### config.mk
export PLATFORM = sky130hd
export DESIGN_NAME = fifo_wr_rr_arbiter
export DESIGN_NICKNAME = d
export VERILOG_FILES = /design/src/rtl/fifo_arb_pkg.sv /design/src/rtl/fifo_wr_rr_arbiter_rr_pick.sv /design/src/rtl/fifo_wr_rr_arbiter.sv
export SDC_FILE = /design/constraint.sdc
export NUM_CORES = 1
export LEC_CHECK = 0
export ABC_CLOCK_PERIOD_IN_PS = 5450
export BUFFER_PORTS_ARGS = -buffer_cell sky130_fd_sc_hd__buf_2
export CELL_PAD_IN_SITES_DETAIL_PLACEMENT = 1
export CELL_PAD_IN_SITES_GLOBAL_PLACEMENT = 2
export CORE_UTILIZATION = 27
export DETAILED_ROUTE_END_ITERATION = 8
export HOLD_SLACK_MARGIN = 0.12
export PLACE_DENSITY_LB_ADDON = 0.2
export SYNTH_ARGS = -nofsm -noshare
export SYNTH_HDL_FRONTEND = slang
export SYNTH_SLANG_ARGS = --single-unit
### constraint.sdc
create_clock -name clk -period 5.45 [get_ports clk]
set_clock_uncertainty 0.1 [all_clocks]
set_input_delay 1.09 -clock clk [delete_from_list [all_inputs] [get_ports clk]]
set_output_delay 1.09 -clock clk [all_outputs]
set_load 0.01 [all_outputs]
### src/rtl/fifo_arb_pkg.sv
// Shared types and round-robin index helpers for the FIFO write arbiter.
package fifo_arb_pkg;

    typedef enum logic {IDLE = 1'b0, HOLD = 1'b1} arb_state_t;

    localparam int unsigned STALL_W = 16;

    function automatic int unsigned rr_next(input int unsigned idx, input int unsigned n);
        return (idx + 32'd1 >= n) ? 32'd0 : idx + 32'd1;
    endfunction

    function automatic int unsigned rr_wrap(input int unsigned idx, input int unsigned n);
        return (idx >= n) ? idx - n : idx;
    endfunction

endpackage

### src/rtl/fifo_wr_rr_arbiter_rr_pick.sv
// Combinational round-robin picker: first set bit of vec at or above base, wrapping.
module rr_pick
    import fifo_arb_pkg::*;
#(
    parameter int unsigned N  = 4,
    parameter int unsigned IW = (N > 1) ? $clog2(N) : 1
) (
    input  logic [N-1:0]  vec,
    input  logic [IW-1:0] base,
    output logic [N-1:0]  onehot,
    output logic [IW-1:0] idx,
    output logic          any
);

    logic [N-1:0]  rot;
    logic [IW-1:0] off;

    // Rotate a doubled copy so the scan always starts at bit 0.
    always_comb begin
        rot = N'({vec, vec} >> base);
        off = '0;
        for (int i = int'(N) - 1; i >= 0; i--) begin
            if (rot[i]) off = IW'(i);
        end
        idx    = IW'(rr_wrap(32'(base) + 32'(off), N));
        any    = |vec;
        onehot = any ? (N'(1) << idx) : '0;
    end

endmodule

### src/rtl/fifo_wr_rr_arbiter.sv
// Round-robin, burst-bounded arbiter sharing one FIFO write port among NUM_REQ producers.
module fifo_wr_rr_arbiter
    import fifo_arb_pkg::*;
#(
    parameter int unsigned WIDTH     = 16,
    parameter int unsigned NUM_REQ   = 4,
    parameter int unsigned MAX_BURST = 4,
    localparam int unsigned IW       = $clog2(NUM_REQ),
    localparam int unsigned BW       = $clog2(MAX_BURST + 1)
) (
    input  logic                     clk,
    input  logic                     rst_n,
    input  logic [NUM_REQ-1:0]       req_valid,
    input  logic [NUM_REQ*WIDTH-1:0] req_data,
    output logic [NUM_REQ-1:0]       req_ready,
    input  logic                     full,
    output logic                     wr_en,
    output logic [WIDTH-1:0]         data_in,
    output logic [IW-1:0]            grant_id,
    output logic                     busy,
    output logic [STALL_W-1:0]       stall_cnt
);

    arb_state_t        st;
    logic [IW-1:0]     rr_ptr;
    logic [IW-1:0]     owner;
    logic [BW-1:0]     burst_cnt;

    logic [IW-1:0]      owner_inc;
    logic [IW-1:0]      base;
    logic [IW-1:0]      pick_idx;
    logic [NUM_REQ-1:0] pick_onehot;
    logic               pick_any;
    logic               hold_own;
    logic [IW-1:0]      sel;
    logic               sel_vld;
    logic               xfer;
    logic               last_beat;

    assign owner_inc = IW'(rr_next(32'(owner), NUM_REQ));
    assign hold_own  = (st == HOLD) && req_valid[owner];
    assign base      = (st == IDLE) ? rr_ptr : owner_inc;
    assign last_beat = (burst_cnt == BW'(MAX_BURST - 1));
    assign busy      = (st == HOLD);

    rr_pick #(.N(NUM_REQ), .IW(IW)) u_pick (
        .vec    (req_valid),
        .base   (base),
        .onehot (pick_onehot),
        .idx    (pick_idx),
        .any    (pick_any)
    );

    // Zero-latency grant path; rst_n gating keeps the write port quiet during reset.
    always_comb begin
        sel       = hold_own ? owner : pick_idx;
        sel_vld   = rst_n && (hold_own || pick_any);
        xfer      = sel_vld && !full;
        wr_en     = xfer;
        req_ready = '0;
        if (xfer) req_ready = hold_own ? (NUM_REQ'(1) << owner) : pick_onehot;
        data_in   = sel_vld ? req_data[32'(sel)*WIDTH +: WIDTH] : '0;
        grant_id  = sel_vld ? sel : owner;
    end

    always_ff @(posedge clk or negedge rst_n) begin
        if (!rst_n) begin
            st        <= IDLE;
            rr_ptr    <= '0;
            owner     <= '0;
            burst_cnt <= '0;
            stall_cnt <= '0;
        end else begin
            if (xfer) begin
                if (st == IDLE || sel != owner) begin
                    owner     <= sel;
                    burst_cnt <= BW'(1);
                    if (MAX_BURST == 1) begin
                        st     <= IDLE;
                        rr_ptr <= IW'(rr_next(32'(sel), NUM_REQ));
                    end else begin
                        st <= HOLD;
                    end
                end else if (last_beat) begin
                    st        <= IDLE;
                    rr_ptr    <= owner_inc;
                    burst_cnt <= '0;
                end else begin
                    burst_cnt <= burst_cnt + BW'(1);
                end
            end else if (!full && st == HOLD && !pick_any) begin
                st        <= IDLE;
                rr_ptr    <= owner_inc;
                burst_cnt <= '0;
            end
            if (full && (|req_valid) && stall_cnt != '1)
                stall_cnt <= stall_cnt + STALL_W'(1);
        end
    end

endmodule

==> out/qor.txt <==
Initial Utilization: 27.8%
sequential power share: 12.7%
Critical Path Sink Type: output pin
Psw: 0.00124 W
IO Port Bufs: 110
Die ar.: 10500 um2
first-pass GRT wire length: 15.2 mm
largest net degree at the start of global routing: 68
final weighted congestion in routability-driven placement: 0.823
Ports: 111
vias in the first global route: 3055
cts repair resizes: 0
DR vias: 3139
drt total wl: 9.80 mm
final hold violations: 0
Finished Cell Area: 3430 um2
# rows: 36
RSZ-0062 raised after global routing: false
Crit path max-delay family: compound AO/OA/AOI/OAI gates
core area: 9770 um2
Arrival @ worst endpoint: 3660 ps
Power Dens Cells: 682 nW/um2
Die Width: 102 um
sw frac: 53.0%
Comb power frac: 82.9%
min Tclk post-route: 4850 ps
DRT iter0 DRCs: 186
worst vdd ir: 0.515 mV
DIE HEIGHT: 102 um
setup bufs post-CTS: 0
fmax: 0.206 GHz
worst path required time: 4260 ps
Nets: 506
worst path cell trace: inv_1, ha_1, mux2_1, nand2_1, nand2_1, a21oi_1, o32a_1, ha_2, nand3_1, o21ai_2, buf_4, a222oi_1, o22ai_1, buf_2
CP Launch Type: flop
share of cells above drive strength 1: 30.8%
Hold/Removal Path Class: reg2reg
Antenna Nets Post-Route: 0
H-Tree Depth: 1
CP max stage delay: 610 ps
wire length per cell: 17.6 um
CP max FO: 23
DRC: 0
fill cell count: 1245
Yosys top cell area share: 22.1%
cts hold-fix bufs: 0
Mapped Nets: 418
Slew Limit Fails: 0
MaxCap Viol Count: 0
most instantiated cells after synthesis: 53 x nand2_1, 49 x o22ai_1, 36 x mux2i_1, 32 x a222oi_1, 24 x dfrtp_1
antenna cells: 0
DP Cell Count: 555
WS Path Type: reg2out
actual slew at the worst max-slew pin: 995 ps
Mapped Avg Cell Area: 8.01 um2
number of synthesized register bits: 24
Layout area overhead: 26.4%
Yosys top cell by area: dfrtp_1
DP Area: 3390 um2
Synth Flop Type: dfrtp_1
Worst-path clk slew: 80 ps
Internal Dissipation: 0.00110 W
synth warn: 0
Post-Place Setup Slack: 744 ps
most common cell in the netlist: nand2_1
Total Neg Setup Slack: 0 ps
Pleak: 1.60 nW
Clock Sinks: 24
fin cells: 558
slew margin rel.: 33.7%
Clock Tree Buf Depth: 2
Final HPWL DP: 7.14 mm
post-synthesis sequential area ratio: 22.1%
most used cell, CP: nand2_1
final global-route overflow total: 0
CP max-delay cell: dfrtp_1
total global-route track usage: 18.2%
Syn Inst Count: 339
setup slack, reg-to-reg: 1520 ps
CTS tree: built
hold slack: 395 ps
synth unique cells: 41
DRT Pass-1 Iters: 5
Mapped Area: 2720 um2
status: completed
largest cells by area after synthesis: dfrtp_1 22%, mux2i_1 13%, a222oi_1 12%, o22ai_1 11%, nand2_1 7.3%
initial antenna violation count: 0
Clock Power Share: 4.3%
vias per cell: 5.63
setup ws final: 603 ps
clock insertion delay at the later pin of the skew report: 260 ps
EDFF count, synth: 0
Num CTS Buffers: 3
Final period util: 88.9%
Buf/Inv on CP: 3
# setup viols final: 0
Root Driver: clkbuf_8
Post-synth ARST share: 100%
-- routing by layer --
metal / track usage (%) / share of wire [%]
met5: 0 / 0
met4: 2.31 / 0.57
met3: 2.19 / 5.3
met2: 34.6 / 52
met1: 22.2 / 42
-- placed cells by master (no fill, tap or decap), drive strengths merged, types with 4 or more instances in the layout --
| master | netlist | final |
|---|---|---|
| buf | 13 | 117 |
| nand2 | 53 | 53 |
| o22ai | 49 | 49 |
| mux2i | 36 | 36 |
| a222oi | 32 | 32 |
| dfrtp | 24 | 24 |
| nor2 | 13 | 13 |
| a21oi | 11 | 11 |
| xnor2 | 10 | 10 |
| inv | 8 | 8 |
| xor2 | 8 | 8 |
| nand3 | 8 | 8 |
| ha | 8 | 8 |
| o21ai | 6 | 6 |
| mux2 | 5 | 5 |
| and3 | 4 | 4 |
-- final timing paths --
check / startpoint / depth (start not counted) / endpoint
setup / recovery: owner[0] / 14 / data_in[15]
min in group asynchronous: rst_n / 2 / owner[0]
hold reg to reg: stall_cnt[13] / 1 / stall_cnt[13]
setup reg to reg: owner[0] / 13 / rr_ptr[0]
max in group asynchronous: rst_n / 2 / busy
hold / removal: stall_cnt[13] / 1 / stall_cnt[13]
-- stage by stage --
stage	power, W	util, %
detailed placement	0.00225	34.7
CTS	0.00237	35.1
global placement	0.00224	34.7
finish	0.00234	35.1
floorplan	0.00170	-
global route	0.00257	35.1
-- registers in the layout (all words and copies together), names as in the netlist --
name / count
burst_cnt: 3
busy: 1
owner: 2
rr_ptr: 2
stall_cnt: 16
-- area by class of cell --
type                       instances  area (um2)  share of cell area, %
clock buffer                       3        41.3                   1.20
inverter                           8        30.0                  0.875
multi-input combinational        273        1970                   57.3
sequential                        24         601                   17.5
tap                              133         166                   4.85
timing repair buffer             117         628                   18.3
-- cells by family after synthesis --
kind of cell               count (synthesis)  synth area share (%)
and+or+nand+nor                           96                  15.7
muxes                                     41                  15.3
xor gates and xnor gates                  19                  6.63
buffers and inverters                     42                  6.31
adders and majority gates                  9                  4.10
AOI/OAI and AO/OA                        108                  29.8
DFF                                       24                  22.1
-- worst register-to-register path: cells and delay by family (launching register included) --
| family | cells | cell delay (ps) |
|---|---|---|
| buf+inv | 2 | 420 |
| flops | 1 | 610 |
| simple gates | 2 | 130 |
| xor+xnor | 1 | 410 |
| mux | 2 | 690 |
| compound gates | 4 | 900 |
| fa+ha+maj | 2 | 570 |
-- power by group through the flow --
| stage | logic [W] | clock network [W] | registers (W) |
|---|---|---|---|
| 2_1_floorplan | 0.00142 | 0 | 0.000286 |
| 3_3_place_gp | 0.00194 | 0 | 0.000301 |
| 3_5_place_dp | 0.00195 | 0 | 0.000302 |
| 4_1_cts | 0.00196 | 0.000107 | 0.000299 |
| 5_1_grt | 0.00215 | 0.000113 | 0.000310 |
| 6_report | 0.00194 | 0.000102 | 0.000298 |
Note: power is estimated with default switching activity, not from simulation.
